### src/rtl/uart_rx_pkg.sv
// Shared types and constants for the UART receive path.
package uart_rx_pkg;

    localparam int   DATA_BITS = 8;
    localparam logic SYNC_RST  = 1'b1;  // line idles high, so the synchroniser resets to idle

    typedef logic [2:0] state_t;

    localparam state_t S_IDLE      = 3'd0;
    localparam state_t S_START     = 3'd1;
    localparam state_t S_DATA      = 3'd2;
    localparam state_t S_STOP      = 3'd3;
    localparam state_t S_WAIT_HIGH = 3'd4;

endpackage

### src/rtl/rx_sync_fifo.sv
// Single-clock show-ahead FIFO; head word is presented combinationally, 0 when empty.
module rx_sync_fifo #(
    parameter  int DEPTH = 16,
    parameter  int W     = 8,
    localparam int AW    = $clog2(DEPTH)
) (
    input  logic          clk_clk,
    input  logic          reset_reset_n,
    input  logic          push,
    input  logic [W-1:0]  wdata,
    input  logic          pop,
    output logic [W-1:0]  rdata,
    output logic [AW:0]   count,
    output logic          full,
    output logic          empty
);

    logic [AW-1:0] wr_ptr_q, wr_ptr_d;
    logic [AW-1:0] rd_ptr_q, rd_ptr_d;
    logic [AW:0]   count_q, count_d;
    logic [W-1:0]  mem_q [DEPTH];
    logic          do_push, do_pop;

    assign empty = (count_q == '0);
    assign full  = (count_q == (AW+1)'(DEPTH));
    assign count = count_q;
    assign rdata = empty ? '0 : mem_q[rd_ptr_q];

    // A pop in the same cycle frees the slot, so a push into a full FIFO still lands.
    assign do_pop  = pop & ~empty;
    assign do_push = push & (~full | do_pop);

    always_comb begin
        wr_ptr_d = wr_ptr_q;
        rd_ptr_d = rd_ptr_q;
        count_d  = count_q;
        if (do_push) wr_ptr_d = wr_ptr_q + AW'(1);
        if (do_pop)  rd_ptr_d = rd_ptr_q + AW'(1);
        case ({do_push, do_pop})
            2'b10:   count_d = count_q + (AW+1)'(1);
            2'b01:   count_d = count_q - (AW+1)'(1);
            default: count_d = count_q;
        endcase
    end

    always_ff @(posedge clk_clk or negedge reset_reset_n) begin
        if (!reset_reset_n) begin
            wr_ptr_q <= '0;
            rd_ptr_q <= '0;
            count_q  <= '0;
        end else begin
            wr_ptr_q <= wr_ptr_d;
            rd_ptr_q <= rd_ptr_d;
            count_q  <= count_d;
        end
    end

    always_ff @(posedge clk_clk) begin
        if (do_push) mem_q[wr_ptr_q] <= wdata;
    end

endmodule

### src/rtl/uart_rx_fifo.sv
// 8N1 UART receiver feeding a show-ahead byte FIFO popped by rising edges of rx_fifo_read.
module uart_rx_fifo
    import uart_rx_pkg::*;
#(
    parameter  int CLKS_PER_BIT = 434,
    parameter  int DEPTH        = 16,
    localparam int AW           = $clog2(DEPTH)
) (
    input  logic          clk_clk,
    input  logic          reset_reset_n,
    input  logic          uart_rxd,
    input  logic          rx_fifo_read,
    input  logic          err_clear,
    output logic [7:0]    rx_char,
    output logic          rx_fifo_empty,
    output logic          rx_fifo_full,
    output logic [AW:0]   rx_count,
    output logic          rx_overrun,
    output logic          rx_framing_err
);

    localparam int CW = $clog2(CLKS_PER_BIT);
    localparam int BW = $clog2(DATA_BITS);
    localparam logic [CW-1:0] HALF_BIT = CW'(CLKS_PER_BIT / 2 - 1);
    localparam logic [CW-1:0] FULL_BIT = CW'(CLKS_PER_BIT - 1);

    logic                 rxd_meta_q, rxd_s_q;
    logic                 rd_q;
    state_t               state_q, state_d;
    logic [CW-1:0]        cnt_q, cnt_d;
    logic [BW-1:0]        bit_idx_q, bit_idx_d;
    logic [DATA_BITS-1:0] shreg_q, shreg_d;
    logic                 overrun_q, overrun_d;
    logic                 framing_q, framing_d;
    logic                 rd_edge, stop_ok, stop_bad, cnt_zero;

    assign rd_edge  = rx_fifo_read & ~rd_q;
    assign cnt_zero = (cnt_q == '0);
    assign stop_ok  = (state_q == S_STOP) & cnt_zero & rxd_s_q;
    assign stop_bad = (state_q == S_STOP) & cnt_zero & ~rxd_s_q;

    always_comb begin
        state_d   = state_q;
        cnt_d     = cnt_q;
        bit_idx_d = bit_idx_q;
        shreg_d   = shreg_q;
        case (state_q)
            S_IDLE: begin
                if (!rxd_s_q) begin
                    cnt_d   = HALF_BIT;
                    state_d = S_START;
                end
            end
            S_START: begin
                if (!cnt_zero) begin
                    cnt_d = cnt_q - CW'(1);
                end else if (!rxd_s_q) begin
                    cnt_d     = FULL_BIT;
                    bit_idx_d = '0;
                    state_d   = S_DATA;
                end else begin
                    state_d = S_IDLE;
                end
            end
            S_DATA: begin
                if (!cnt_zero) begin
                    cnt_d = cnt_q - CW'(1);
                end else begin
                    shreg_d[bit_idx_q] = rxd_s_q;
                    cnt_d              = FULL_BIT;
                    bit_idx_d          = bit_idx_q + BW'(1);
                    if (bit_idx_q == BW'(DATA_BITS - 1)) state_d = S_STOP;
                end
            end
            S_STOP: begin
                if (!cnt_zero)     cnt_d   = cnt_q - CW'(1);
                else if (rxd_s_q)  state_d = S_IDLE;
                else               state_d = S_WAIT_HIGH;
            end
            S_WAIT_HIGH: begin
                // A held-low line (break) must not look like a fresh start bit.
                if (rxd_s_q) state_d = S_IDLE;
            end
            default: state_d = S_IDLE;
        endcase
    end

    always_comb begin
        overrun_d = err_clear ? 1'b0 : overrun_q;
        framing_d = err_clear ? 1'b0 : framing_q;
        // A full FIFO only drops the byte when no pop frees a slot this cycle.
        if (stop_ok && rx_fifo_full && !rd_edge) overrun_d = 1'b1;
        if (stop_bad) framing_d = 1'b1;
    end

    always_ff @(posedge clk_clk or negedge reset_reset_n) begin
        if (!reset_reset_n) begin
            rxd_meta_q <= SYNC_RST;
            rxd_s_q    <= SYNC_RST;
            rd_q       <= 1'b0;
            state_q    <= S_IDLE;
            cnt_q      <= '0;
            bit_idx_q  <= '0;
            shreg_q    <= '0;
            overrun_q  <= 1'b0;
            framing_q  <= 1'b0;
        end else begin
            rxd_meta_q <= uart_rxd;
            rxd_s_q    <= rxd_meta_q;
            rd_q       <= rx_fifo_read;
            state_q    <= state_d;
            cnt_q      <= cnt_d;
            bit_idx_q  <= bit_idx_d;
            shreg_q    <= shreg_d;
            overrun_q  <= overrun_d;
            framing_q  <= framing_d;
        end
    end

    rx_sync_fifo #(.DEPTH(DEPTH), .W(DATA_BITS)) u_fifo (
        .clk_clk       (clk_clk),
        .reset_reset_n (reset_reset_n),
        .push          (stop_ok),
        .wdata         (shreg_q),
        .pop           (rd_edge),
        .rdata         (rx_char),
        .count         (rx_count),
        .full          (rx_fifo_full),
        .empty         (rx_fifo_empty)
    );

    assign rx_overrun     = overrun_q;
    assign rx_framing_err = framing_q;

endmodule

### config.mk
export PLATFORM = sky130hd
export DESIGN_NAME = uart_rx_fifo
export DESIGN_NICKNAME = d
export VERILOG_FILES = /design/src/rtl/uart_rx_pkg.sv /design/src/rtl/rx_sync_fifo.sv /design/src/rtl/uart_rx_fifo.sv
export SDC_FILE = /design/constraint.sdc
export NUM_CORES = 1
export LEC_CHECK = 0
export BUFFER_PORTS_ARGS = -buffer_cell sky130_fd_sc_hd__buf_2
export CAP_MARGIN = 15
export CORE_MARGIN = 8
export CORE_UTILIZATION = 57
export DETAILED_ROUTE_END_ITERATION = 12
export PLACE_DENSITY = 0.85
export REMOVE_ABC_BUFFERS = 1
export SLEW_MARGIN = 20
export SYNTH_ARGS = -nofsm -noshare
export SYNTH_HDL_FRONTEND = slang
export SYNTH_SLANG_ARGS = --single-unit
export TNS_END_PERCENT = 50
### constraint.sdc
create_clock -name clk_clk -period 3.3 [get_ports clk_clk]
set_input_delay 0.66 -clock clk_clk [delete_from_list [all_inputs] [get_ports clk_clk]]
set_output_delay 0.66 -clock clk_clk [all_outputs]
set_load 0.02 [all_outputs]
; ---- Word-level counts from Yosys, hierarchy flattened
; Memory sizes are Yosys's and may differ from the RTL's.
; Cells that the tools add are included.
[op_classes]
n_addsub = 6
n_lt_le_gt_ge = 2
eq_ne = 17
muxes = 29
bitwise = 11
reduce_logical = 16
[ops]
columns = op, count
row1 = 2-to-1 mux 9 bit, 5
row2 = case mux 9 bit (4 select lines), 1
row3 = 2-to-1 mux 3 bit, 10
row4 = "!= test 2 bit, second input constant", 8
row5 = case mux 3 bit (5 select lines), 1
row6 = case mux 5 bit (2 select lines), 1
row7 = logical NOT 9 bit, 1
row8 = "subtractor 9 x 1 -> 9 bit, second input constant", 1
row9 = "adder 4 x 1 -> 4 bit, second input constant", 2
row10 = bitwise mux 8 bit, 1
row11 = 2-to-1 mux 8 bit, 1
row12 = AND reduction 4 bit, 2
row13 = nonzero test 2 bit, 4
row14 = AND 1 bit, 6
row15 = "equality test 3 x 2 -> 1 bit, second input constant", 2
row16 = "equality test 3 bit, second input constant", 2
row17 = 2-to-1 mux 1 bit, 6
row18 = case mux 3 bit (2 select lines), 1
row19 = AND reduction 6 bit, 1
row20 = "adder 5 x 1 -> 5 bit, second input constant", 1
row21 = "equality test 5 bit, second input constant", 1
row22 = logical NOT 5 bit, 1
row23 = "subtractor 5 x 1 -> 5 bit, second input constant", 1
row24 = "less-than comparator 3 x 4 -> 1 bit, second input constant", 1
row25 = other kinds (15), 20
[totals]
register_bits = 41
mem_bits_rw = 128
inputBits = 5
output_inout_bits = 17
wordCells = 94
mem_count = 1
[mem_list]
columns = memory, words, word_bits, rd, rd_clocked_by_memory_dff, write_ports, line_no
row1 = u_fifo.mem_q, 16, 8, 1, 0, 1, rx_sync_fifo.sv:21  ; logic [W-1:0] mem_q [DEPTH];

; ---- Logic depth before layout (Yosys ltp)
; Gate-level depths: netlist (run 1).
[logic_depth]
depth_word = 7
ltp_mapped = 12

; ---- Modules after synthesis
; From an unflattened synthesis (run 1), not the netlist that was laid out.
[hier_totals]
cells_unflattened = 459
area_unflattened_um2 = 7475.9
[modules_own_cells]
columns = mod, instances, cells_each, area_per_inst_um2, seq_area_each_um2
row1 = rx_sync_fifo, 1, 302, 5878.1, 4169.0
row2 = uart_rx_fifo, 1, 157, 1597.8, 703.2

; ---- Worst setup path before layout (run 1)
; OpenSTA, ideal clock, no wires.
[synth_timing]
kind = reg2reg
startpoint = register cnt_q[0]
endpoint = memory u_fifo.mem_q[0][0] (enable)
setup_time_ns = 0.395
arrival_ns = 2.333
required_time_ns = 2.905
path_slack_ns = 0.572
stages_incl_launch_ff = 8
cell_sequence = dfrtp_1 inv_1 ha_1 nor4b_2 nand4_2 nand2b_4 buf_6 nor4_1
[synth_between]
elab_chain_cells = 6
[synth_lines]
columns = item, line_no
row1 = start: declaration, uart_rx_fifo.sv:30  ; logic [CW-1:0] cnt_q, cnt_d;
row2 = start signal: assignment, uart_rx_fifo.sv:112  ; cnt_q <= cnt_d;
row3 = logical NOT 9 bit, uart_rx_fifo.sv:38  ; assign cnt_zero = (cnt_q == '0);
row4 = AND 1 bit (2 in series), uart_rx_fifo.sv:39  ; assign stop_ok = (state_q == S_STOP) & cnt_zero & rxd_s_q;
row5 = AND 1 bit, rx_sync_fifo.sv:31  ; assign do_push = push & (~full | do_pop);
row6 = 2-to-1 mux 1 bit, rx_sync_fifo.sv:59  ; if (do_push) mem_q[wr_ptr_q] <= wdata;
row7 = 2-to-1 mux 1 bit (implied by the code), rx_sync_fifo.sv:59
row8 = end: declaration, rx_sync_fifo.sv:21
; No other way between the ends.

; ---- Worst setup path after layout (run 1)
[layout_timing]
startpoint = register u_fifo.rd_ptr_q[0]
endpoint = output port rx_char[2]
[layout_between]
elab_chain_cells = 2
[layout_lines]
columns = item, line_no
row1 = start: declaration, rx_sync_fifo.sv:19  ; logic [AW-1:0] rd_ptr_q, rd_ptr_d;
row2 = start signal: assignment, rx_sync_fifo.sv:53  ; rd_ptr_q <= rd_ptr_d;
row3 = memory (16 x 8 bit), n/a
row4 = 2-to-1 mux 8 bit, rx_sync_fifo.sv:27  ; assign rdata = empty ? '0 : mem_q[rd_ptr_q];
row5 = end: declaration, uart_rx_fifo.sv:14  ; output logic [7:0] rx_char,
; No other way between the ends.

==> results.yml, run 1 <==
status:
  outcome: "completed"
pwr:
  power.leakage_nw: 3.15
  finalPower_w: 0.00540
  pwr_density_cell_mw_per_mm2: 657
  vdd_drop_max_mv: 0.491
cts:
  clockRootBuffer: "clkbuf_16"
  ctsResizeCount: 0
  post_cts_buffers: 0
  hold_buffers: 0
  clk_path_buf_depth: 2
  htree_levels: 4
  clk_pin_slew_ns: 0.07
  clk_latency_ns: 0.44
  cts_num_sinks: 169
  cts_tree: "built"
  cts_buffers: 17
worst_hold_path:
  hold_depth: 1
  worstHoldPathType: "input pin to flop"
  min_from: "uart_rxd"
  whs_endpoint: "rxd_meta_q$_DFF_PN1_"
logic_synthesis:
  synth_ff_type: "edfxtp_1"
  synth_common_cells: "128 x edfxtp_1, 40 x mux4_2, 39 x dfrtp_1, 22 x nor2_1, 17 x inv_1"
  synth_edf_count: 128
  ys_seq_area_share_pct: 67.2
  async_reset_ff_share_pct: 24.3
  synth.top_cells.by_area: "edfxtp_1 53%, dfrtp_1 13%, mux4_2 12%"
  syn_area_per_cell_um2: 17.0
  synth_area_mm2: 0.00725
  syn_inst: 427
  ys_ff_latch: 169
  yosys.cell_count.top_type: "edfxtp_1"
  synth_top_area_share_pct: 53.0
  ys_types: 58
  yosysWarningCount: 0
  synth_top_area_cell: "edfxtp_1"
sta:
  hold_violations: 0
  finalCritPeriodShare_pct: 93.8
  setup_viol: 0
  grt_setup_unrepaired: "no"
  fin_crit_ns: 3.09
  worst_slew_pin_slew_ns: 0.910
  skew_ns: 0.00731
  tns_ns: 0
  max_slew_margin_pct: 39.4
  fmax_mhz: 323
  maxSlewViolCount: 0
global_routing:
  grt-ovfl-total: 0
  grtUsageTotal_pct: 19.4
  grt_start_max_net_pins: 42
  grt_pass1_vias: 4125
  grt_pass1_wl_um: 23200
  grt_antenna_before_repair: 0
worst_setup_path:
  worstSetupPathType: "flop to output pin"
  cp-end-kind: "output pin"
  r2r_slack_ns: 0.26
  start_kind: "flop"
  reg2reg_depth: 11
  worstReg2RegEnd: "u_fifo.count[4]$_DFFE_PN0P_"
  cp.required_ns: 2.64
  arrival_ns: 2.43
  crit_fanout: 26
  reg2reg_from: "cnt_q[0]$_DFFE_PN0P_"
final_layout:
  num-fill-cells: 860
  ff_latch_area_mm2: 0.00487
  nets: 479
  multi_input_area_mm2: 0.00226
  design_area_mm2: 0.00822
  syn2layout_area_growth_pct: 13.3
  layout-drive-gt1-share_pct: 28.9
  antenna_cells: 0
die:
  initial_core_util_pct: 57.9
  die_area_mm2: 0.0166
  rows: 41
  core_mm2: 0.0125
  dieHeight_um: 129
  io_pins: 22
  die_w_um: 129
place:
  portBuffers: 21
  place.gp.congestion: 0.836
  placed_area_mm2: 0.00764
  hpwl_um: 9180
detailed_routing:
  drt.antenna.violating_nets: 0
  wl_per_cell_um: 22.9
  drc: 0
  initialDrtViolationCount: 373
  via_per_inst: 6.15
  routed_wl_um: 14800
  drt-pass1-iter-count: 5
  vias: 3974
flow_run:
  cap_violations: 0
==> cells by family (layout without fill, tap and decap cells) <==
group	count (synthesis)	in the layout	share of synthesized area [%]
buf+inv	36	83	2.07
flops	169	169	67.2
compound gates	42	42	4.07
mux	53	53	14.5
xor+xnor	11	11	1.33
simple gates	103	103	8.50
fa+ha+maj	13	13	2.35
==> power breakdown <==
group	internal, W	leakage [nW]	switching [W]
combinational	0.000505	1.00	0.000535
clock	0.00101	0.284	0.000890
sequential	0.00232	1.86	0.000137
total	0.00383	3.15	0.00156
==> stage by stage <==
stage	hold slack (ns)	util, %	setup WS (ns)	cells
4_1_cts	0.300	65.6	0.155	646
5_1_grt	0.299	65.6	0.0697	646
3_3_place_gp	0.346	61.0	0.588	614
2_1_floorplan	0.345	-	-0.0901	408
6_report	0.318	65.6	0.206	646
3_5_place_dp	0.347	61.0	0.345	614
==> worst max-delay path by stage <==
stage,start,end,cells past startpoint
finish,u_fifo.rd_ptr_q[0]$_DFFE_PN0P_,rx_char[2],5
global route,cnt_q[0]$_DFFE_PN0P_,u_fifo.count[4]$_DFFE_PN0P_,11
CTS,u_fifo.rd_ptr_q[0]$_DFFE_PN0P_,rx_char[2],5
detailed placement,cnt_q[0]$_DFFE_PN0P_,u_fifo.count[4]$_DFFE_PN0P_,11
global placement,cnt_q[0]$_DFFE_PN0P_,u_fifo.count[4]$_DFFE_PN0P_,11
floorplan,u_fifo.rd_ptr_q[0]$_DFFE_PN0P_,rx_char[0],3
==> worst max-delay path, stage by stage, from the launching register on <==
cell and delay, ns:
dfrtp_2 0.38, buf_12 0.23, mux4_2 0.58, mux4_2 0.49
nor2b_1 0.15, buf_2 0.16
==> cell usage in the layout (no fill, tap or decap), types with 8 or more instances in the layout <==
cell type and instances:
mux4_2 40, nor2b_1 12, nor2_1 22, a21oi_1 9
buf_4 11, nand2_1 14, edfxtp_1 128, ha_1 12
and2_1 8, buf_2 21, xnor2_1 10, mux2_2 9
clkbuf_16 17, dfrtp_1 38, inv_1 17
==> per-layer routing <==
layer  track usage [%]  wire length [um]
met5                 0                 0
met4              7.39               289
met3              5.05               928
met2              32.7              7640
met1              23.5              5920
==> area by class of cell <==
class | count | area share (%)
multi-input cells | 222 | 27.5
well taps | 172 | 2.62
repair buffers | 34 | 2.77
inverters | 17 | 0.777
clock inverters | 15 | 1.87
clock buffers | 17 | 5.18
flip-flops and latches | 169 | 59.3
==> flip-flops by register name (all words and copies together) (netlist names) <==
register,cells
bit_idx_q,3
cnt_q,9
rd_q,1
rx_framing_err,1
rx_overrun,1
rxd_meta_q,1
rxd_s_q,1
shreg_q,8
state_q,3
u_fifo.count,5
u_fifo.mem_q,128
u_fifo.rd_ptr_q,4
u_fifo.wr_ptr_q,4
Power figures use the tool's default switching activity.
==> run 2, diff against run 1 <==
CORE_UTILIZATION = 56   (was 57)
PLACE_DENSITY = 0.87   (was 0.85)
clock period = 2.69 ns   (was 3.3 ns; I/O delays follow)
==> run 2 against run 1 <==
Net effect: the run now ends with negative setup slack left; count of clock-buffer cells in the layout grew 1; global-route usage grew 2.0 points; combinational power grew 65%; register-to-register slack lost 0.18 ns; routed wire length grew 13%; sequential power grew 22%; critical path type unchanged.
==> results.yml, run 2 (same netlist as run 1, synthesis figures left out) <==
cts:
  cts_num_sinks: 169
  htree_levels: 4
  cts_buffers: 17
  clk_path_buf_depth: 2
  clk_latency_ns: 0.42
  cts_tree: "built"
  clockRootBuffer: "clkbuf_16"
  clk_pin_slew_ns: 0.06
die:
  io_pins: 22
  rows: 41
  die_w_um: 130
  dieHeight_um: 130
  initial_core_util_pct: 57.5
  die_area_mm2: 0.0168
  core_mm2: 0.0126
final_layout:
  final_common_cell: "edfxtp_1"
  largestRegisters: "u_fifo.mem_q x128, cnt_q x9, shreg_q x8"
  syn2layout_area_growth_pct: 18.2
  layout-drive-gt1-share_pct: 33.3
  largest_reg_flops: 128
  largest_register: "u_fifo.mem_q"
  nets: 507
  antenna_cells: 0
  design_area_mm2: 0.00857
  final_cell_mix: "128 x edfxtp_1, 40 x mux4_2, 38 x dfrtp_1"
  num-fill-cells: 789
place:
  placed_area_mm2: 0.00779
  portBuffers: 21
  place_ws_ns: 0.0460
  place.gp.congestion: 0.903
  hpwl_um: 9960
status:
  failed_checks: "negative setup slack"
  outcome: "finished, violations left"
sta:
  finalCritPeriodShare_pct: 111
  worst_slew_pin_slew_ns: 0.893
  maxSlewViolCount: 0
  max_slew_margin_pct: 40.5
  setup_viol: 8
  worst_hold_slack_ns: 0.209
  skew_ns: 0.00866
  fin_crit_ns: 2.99
  fmax_mhz: 334
  grt_setup_unrepaired: "yes"
  setup_ws_ns: -0.301
  hold_violations: 0
  tns_ns: -2.10
detailed_routing:
  drt.antenna.violating_nets: 0
  drt-pass1-iter-count: 5
  drc: 0
  vias: 4186
  via_per_inst: 6.21
  routed_wl_um: 16700
  wl_per_cell_um: 24.7
  initialDrtViolationCount: 552
global_routing:
  grt_antenna_before_repair: 0
  grtUsageTotal_pct: 21.4
  grt_pass1_wl_um: 25700
  grt_pass1_vias: 4326
  grt_start_max_net_pins: 42
  grt-ovfl-total: 0
flow_run:
  cap_violations: 0
worst_setup_path:
  crit_fanout: 8
  worstSetupPathType: "flop to output pin"
  arrival_ns: 2.45
  cp-end-kind: "output pin"
  r2r_slack_ns: 0.08
  cp.required_ns: 2.15
  start_kind: "flop"
pwr:
  finalPower_w: 0.00704
  vdd_drop_max_mv: 0.506
  power.leakage_nw: 3.34
  pwr_density_cell_mw_per_mm2: 821
worst_hold_path:
  worstHoldPathType: "input pin to flop"
## run 2: worst paths after layout
kind                                           startpoint                        endpoint  cells past startpoint
hold reg to reg                      rxd_meta_q$_DFF_PN1_               rxd_s_q$_DFF_PN1_                      0
setup / recovery           u_fifo.rd_ptr_q[0]$_DFFE_PN0P_                      rx_char[5]                      6
max in group asynchronous                   reset_reset_n  u_fifo.rd_ptr_q[0]$_DFFE_PN0P_                      1
setup reg to reg                     cnt_q[1]$_DFFE_PN0P_    u_fifo.mem_q[8][3]$_DFFE_PP_                      7
min in group asynchronous                   reset_reset_n            cnt_q[0]$_DFFE_PN0P_                      1
hold / removal                                   uart_rxd            rxd_meta_q$_DFF_PN1_                      1
## run 2: power breakdown
part / switching, W / leakage (nW) / internal, W
sequential: 0.000138 / 1.86 / 0.00285
combinational: 0.000798 / 1.21 / 0.000925
clock: 0.000971 / 0.265 / 0.00135
total: 0.00191 / 3.34 / 0.00513
## run 2: timing repair
item                       in CTS  in global routing
gates cloned                    2                  0
setup endpoints to repair       8                 68
gates resized for setup         9                 24
hold buffers                    0                  0
pin swaps                       0                  1
buffers inserted                4                  3
## run 2: critical path: stages, from the launching register on
cell,delay (ns)
dfrtp_2,0.40
buf_12,0.14
buf_12,0.15
mux4_2,0.56
mux4_2,0.50
nor2b_4,0.15
buf_6,0.13
## run 2: stage by stage
| stage | std cells | utilization, % |
|---|---|---|
| after global placement | 634 | 61.7 |
| after global routing | 674 | 67.9 |
| final | 674 | 67.9 |
| after floorplan | 408 | - |
| after CTS | 672 | 67.4 |
| after detailed placement | 634 | 61.7 |
## run 2: layer usage
metal | GRT usage (%) | share of wire, % | up-vias | wire [um]
li1 | - | - | 1796 | -
met1 | 24.5 | 38 | 2127 | 6260
met2 | 37.9 | 53 | 221 | 8790
met3 | 5.67 | 7.0 | 42 | 1170
met4 | 7.79 | 2.6 | 0 | 440
met5 | 0 | 0 | - | 0
## run 2: cell type report
cell class              instances  area [um2]  share of cell area [%]
clock inverters                14         133                    1.55
clock buffers                  18         429                    5.01
inverters                      17        63.8                   0.744
flip-flops and latches        169        4870                    56.9
well taps                     172         215                    2.51
multi-input cells             222        2310                    27.0
repair buffers                 62         546                    6.36
==> run 3, diff against run 2 <==
ABC_AREA = 1   (was unset)
==> run 3 against run 2 <==
Net effect: the flow still finishes with violations (negative setup slack); die area is 1.0% higher; non-clock buffer count fell by 10; utilization down 2.2 points; first-iteration DRC count grew 32%; routed wire length increased by 8.5%; critical path depth increased by 2; global-route usage shrank 0.064 points; final cell count increased by 33%; clock skew decreased by 0.00079 ns; critical endpoint is now rx_char[7]; largest cell class unchanged; highest routed layer unchanged.
==> results.yml, run 3 <==
status:
  outcome: "finished, violations left"
  failed_checks: "negative setup slack"
detailed_routing:
  wl_per_cell_um: 20.1
  drt.antenna.violating_nets: 0
  initialDrtViolationCount: 729
  vias: 5482
  drc: 0
  routed_wl_um: 18100
  via_per_inst: 6.10
  drt-pass1-iter-count: 5
place:
  place_ws_ns: 0.140
  place.gp.congestion: 0.873
  hpwl_um: 10100
  portBuffers: 21
cts:
  clk_path_buf_depth: 2
  cts_buffers: 17
  clk_latency_ns: 0.43
  clk_pin_slew_ns: 0.06
  htree_levels: 4
  clockRootBuffer: "clkbuf_16"
  cts_tree: "built"
  cts_num_sinks: 169
worst_setup_path:
  cp-end-kind: "output pin"
  crit_fanout: 8
  reg2reg_from: "cnt_q[0]$_DFFE_PN0P_"
  start_kind: "flop"
  cpMaxStageDelayCell: "dfrtp_2"
  reg2reg_depth: 19
  cp.required_ns: 2.15
  worstReg2RegEnd: "u_fifo.count[4]$_DFFE_PN0P_"
  startpoint: "u_fifo.rd_ptr_q[0]$_DFFE_PN0P_"
  r2r_slack_ns: 0.13
  crit_top_cell: "buf_6"
  slowest_delay_ns: 0.45
  worstSetupPathType: "flop to output pin"
  crit_path_cell_trace: "clkinvlp_4 -> buf_6 -> clkbuf_16 -> o21ai_1 -> o211ai_1 -> nand3_1 -> a21oi_2 -> buf_6"
  cp-endpoint: "rx_char[7]"
  arrival_ns: 2.23
die:
  core_mm2: 0.0130
  die_area_mm2: 0.0170
  rows: 42
  initial_core_util_pct: 56.3
  io_pins: 22
  dieHeight_um: 130
  die_w_um: 130
global_routing:
  grt_pass1_wl_um: 27100
  use_met3_pct: 4.75
  grt_start_max_net_pins: 49
  use_met1_pct: 25.1
  gr-usage-met2_pct: 36.4
  grtUsageTotal_pct: 21.3
  busiest_layer: "met2"
  grt_antenna_before_repair: 0
  grt-ovfl-total: 0
  grt_pass1_vias: 5235
logic_synthesis:
  ys_types: 38
  syn_area_per_cell_um2: 11.1
  synth_area_mm2: 0.00734
  synth_ff_type: "edfxtp_1"
  synth.top_cells.by_area: "edfxtp_1 52%, dfrtp_1 13%, nand2_1 5.5%"
  synth_top_area_cell: "edfxtp_1"
  ys_ff_latch: 169
  synth_edf_count: 128
  async_reset_ff_share_pct: 24.3
  yosys.cell_count.top_type: "edfxtp_1"
  ys_seq_area_share_pct: 66.4
  synth_common_cells: "128 x edfxtp_1, 108 x nand2_1, 100 x nor2_1, 57 x o21ai_0, 44 x nand3_1"
  syn_inst: 664
  synth_top_area_share_pct: 52.4
  yosysWarningCount: 0
final_layout:
  largestRegisters: "u_fifo.mem_q x128, cnt_q x9, shreg_q x8"
  antenna_cells: 0
  nets: 728
  final_cell_mix: "128 x edfxtp_1, 108 x nand2_1, 100 x nor2_1"
  final_core_util_pct: 65.7
  largest_register: "u_fifo.mem_q"
  syn2layout_area_growth_pct: 16.7
  final_common_cell: "edfxtp_1"
  largest_reg_flops: 128
  layout-drive-gt1-share_pct: 16.9
flow_run:
  cap_violations: 0
sta:
  fmax_mhz: 362
  skew_ns: 0.00787
  fin_crit_ns: 2.76
  hold_violations: 0
  worst_slew_pin_slew_ns: 0.907
  setup_ws_ns: -0.0747
  max_slew_margin_pct: 39.5
  grt_setup_unrepaired: "yes"
  setup_viol: 5
  finalCritPeriodShare_pct: 103
  maxSlewViolCount: 0
pwr:
  pwr_density_cell_mw_per_mm2: 949
  vdd_drop_max_mv: 0.655
  power.leakage_nw: 3.57
  finalPower_w: 0.00813
worst_hold_path:
  worstHoldPathType: "input pin to flop"
  hold_depth: 1
## run 3: cell count changes after synthesis, moves of 9 or more
cell / before / now
nor2_1: 22 / 100
xnor2_1: 10 / 1
xor2_1: 1 / 10
nand2_2: 0 / 10
nand3_1: 7 / 44
inv_1: 17 / 34
mux4_2: 40 / 0
nor2b_1: 12 / 0
mux2_2: 9 / 0
nand2_1: 14 / 108
o21ai_0: 6 / 57
a21oi_1: 9 / 32
## run 3: final cells by class
cell class / count / area, um2
timing repair buffer: 52 / 475
tap: 176 / 220
sequential: 169 / 4870
fill: 890 / 4470
clock inverter: 12 / 140
multi-input combinational: 431 / 2260
clock buffer: 20 / 437
inverter: 39 / 158
## run 3: worst min-delay path by stage
| stage | startpoint | endpoint | slack (ns) |
|---|---|---|---|
| 2_1_floorplan | reset_reset_n | bit_idx_q[0]$_DFFE_PN0P_ | 0.24 |
| 3_3_place_gp | rxd_meta_q$_DFF_PN1_ | rxd_s_q$_DFF_PN1_ | 0.35 |
| 3_5_place_dp | rxd_meta_q$_DFF_PN1_ | rxd_s_q$_DFF_PN1_ | 0.35 |
| 4_1_cts | uart_rxd | rxd_meta_q$_DFF_PN1_ | 0.20 |
| 5_1_grt | uart_rxd | rxd_meta_q$_DFF_PN1_ | 0.19 |
| 6_report | uart_rxd | rxd_meta_q$_DFF_PN1_ | 0.21 |
## run 3: routing by layer
layer  vias to the layer above  routed length, um
li1                       2417                  -
met1                      2612               6550
met2                       389               9060
met3                        64               1820
met4                         0                642
met5                         -                  0
## run 3: kinds of logic after synthesis
logic type / synth area share (%)
xor gates and xnor gates: 1.31
adders and majority gates: 2.32
DFF: 66.4
and+or+nand+nor: 16.7
buffers and inverters: 3.61
AOI/OAI and AO/OA: 9.70
## run 3: what timing repair did
action                                  in CTS  in global routing
endpoints found under the hold margin        0                  0
endpoints found under the setup margin       8                  9
buffers inserted                             2                  3
hold buffers                                 0                  0
gates resized for setup                      7                 29
gates cloned                                 1                  3
pin swaps                                    0                  9
## run 3: power breakdown
part	internal (W)	total (W)	switching, W
clock	0.00138	0.00237	0.000996
combinational	0.00104	0.00279	0.00175
sequential	0.00285	0.00296	0.000112
total	0.00527	0.00813	0.00286
## run 3: worst max-delay path: cells and delay by family, from the launching register on
kind	cells	cell delay, ns
compound gates	3	0.60
buf+inv	4	0.59
flops	1	0.45
simple gates	1	0.16
## run 3: metrics by stage
step	area, um2	instances	hold WS [ns]	setup TNS (ns)
5_1_grt	8560	899	0.195	-0.420
2_1_floorplan	7220	639	0.242	-5.71
3_3_place_gp	7730	858	0.346	0
3_5_place_dp	7730	858	0.348	0
6_report	8560	899	0.210	-0.123
4_1_cts	8380	893	0.196	0
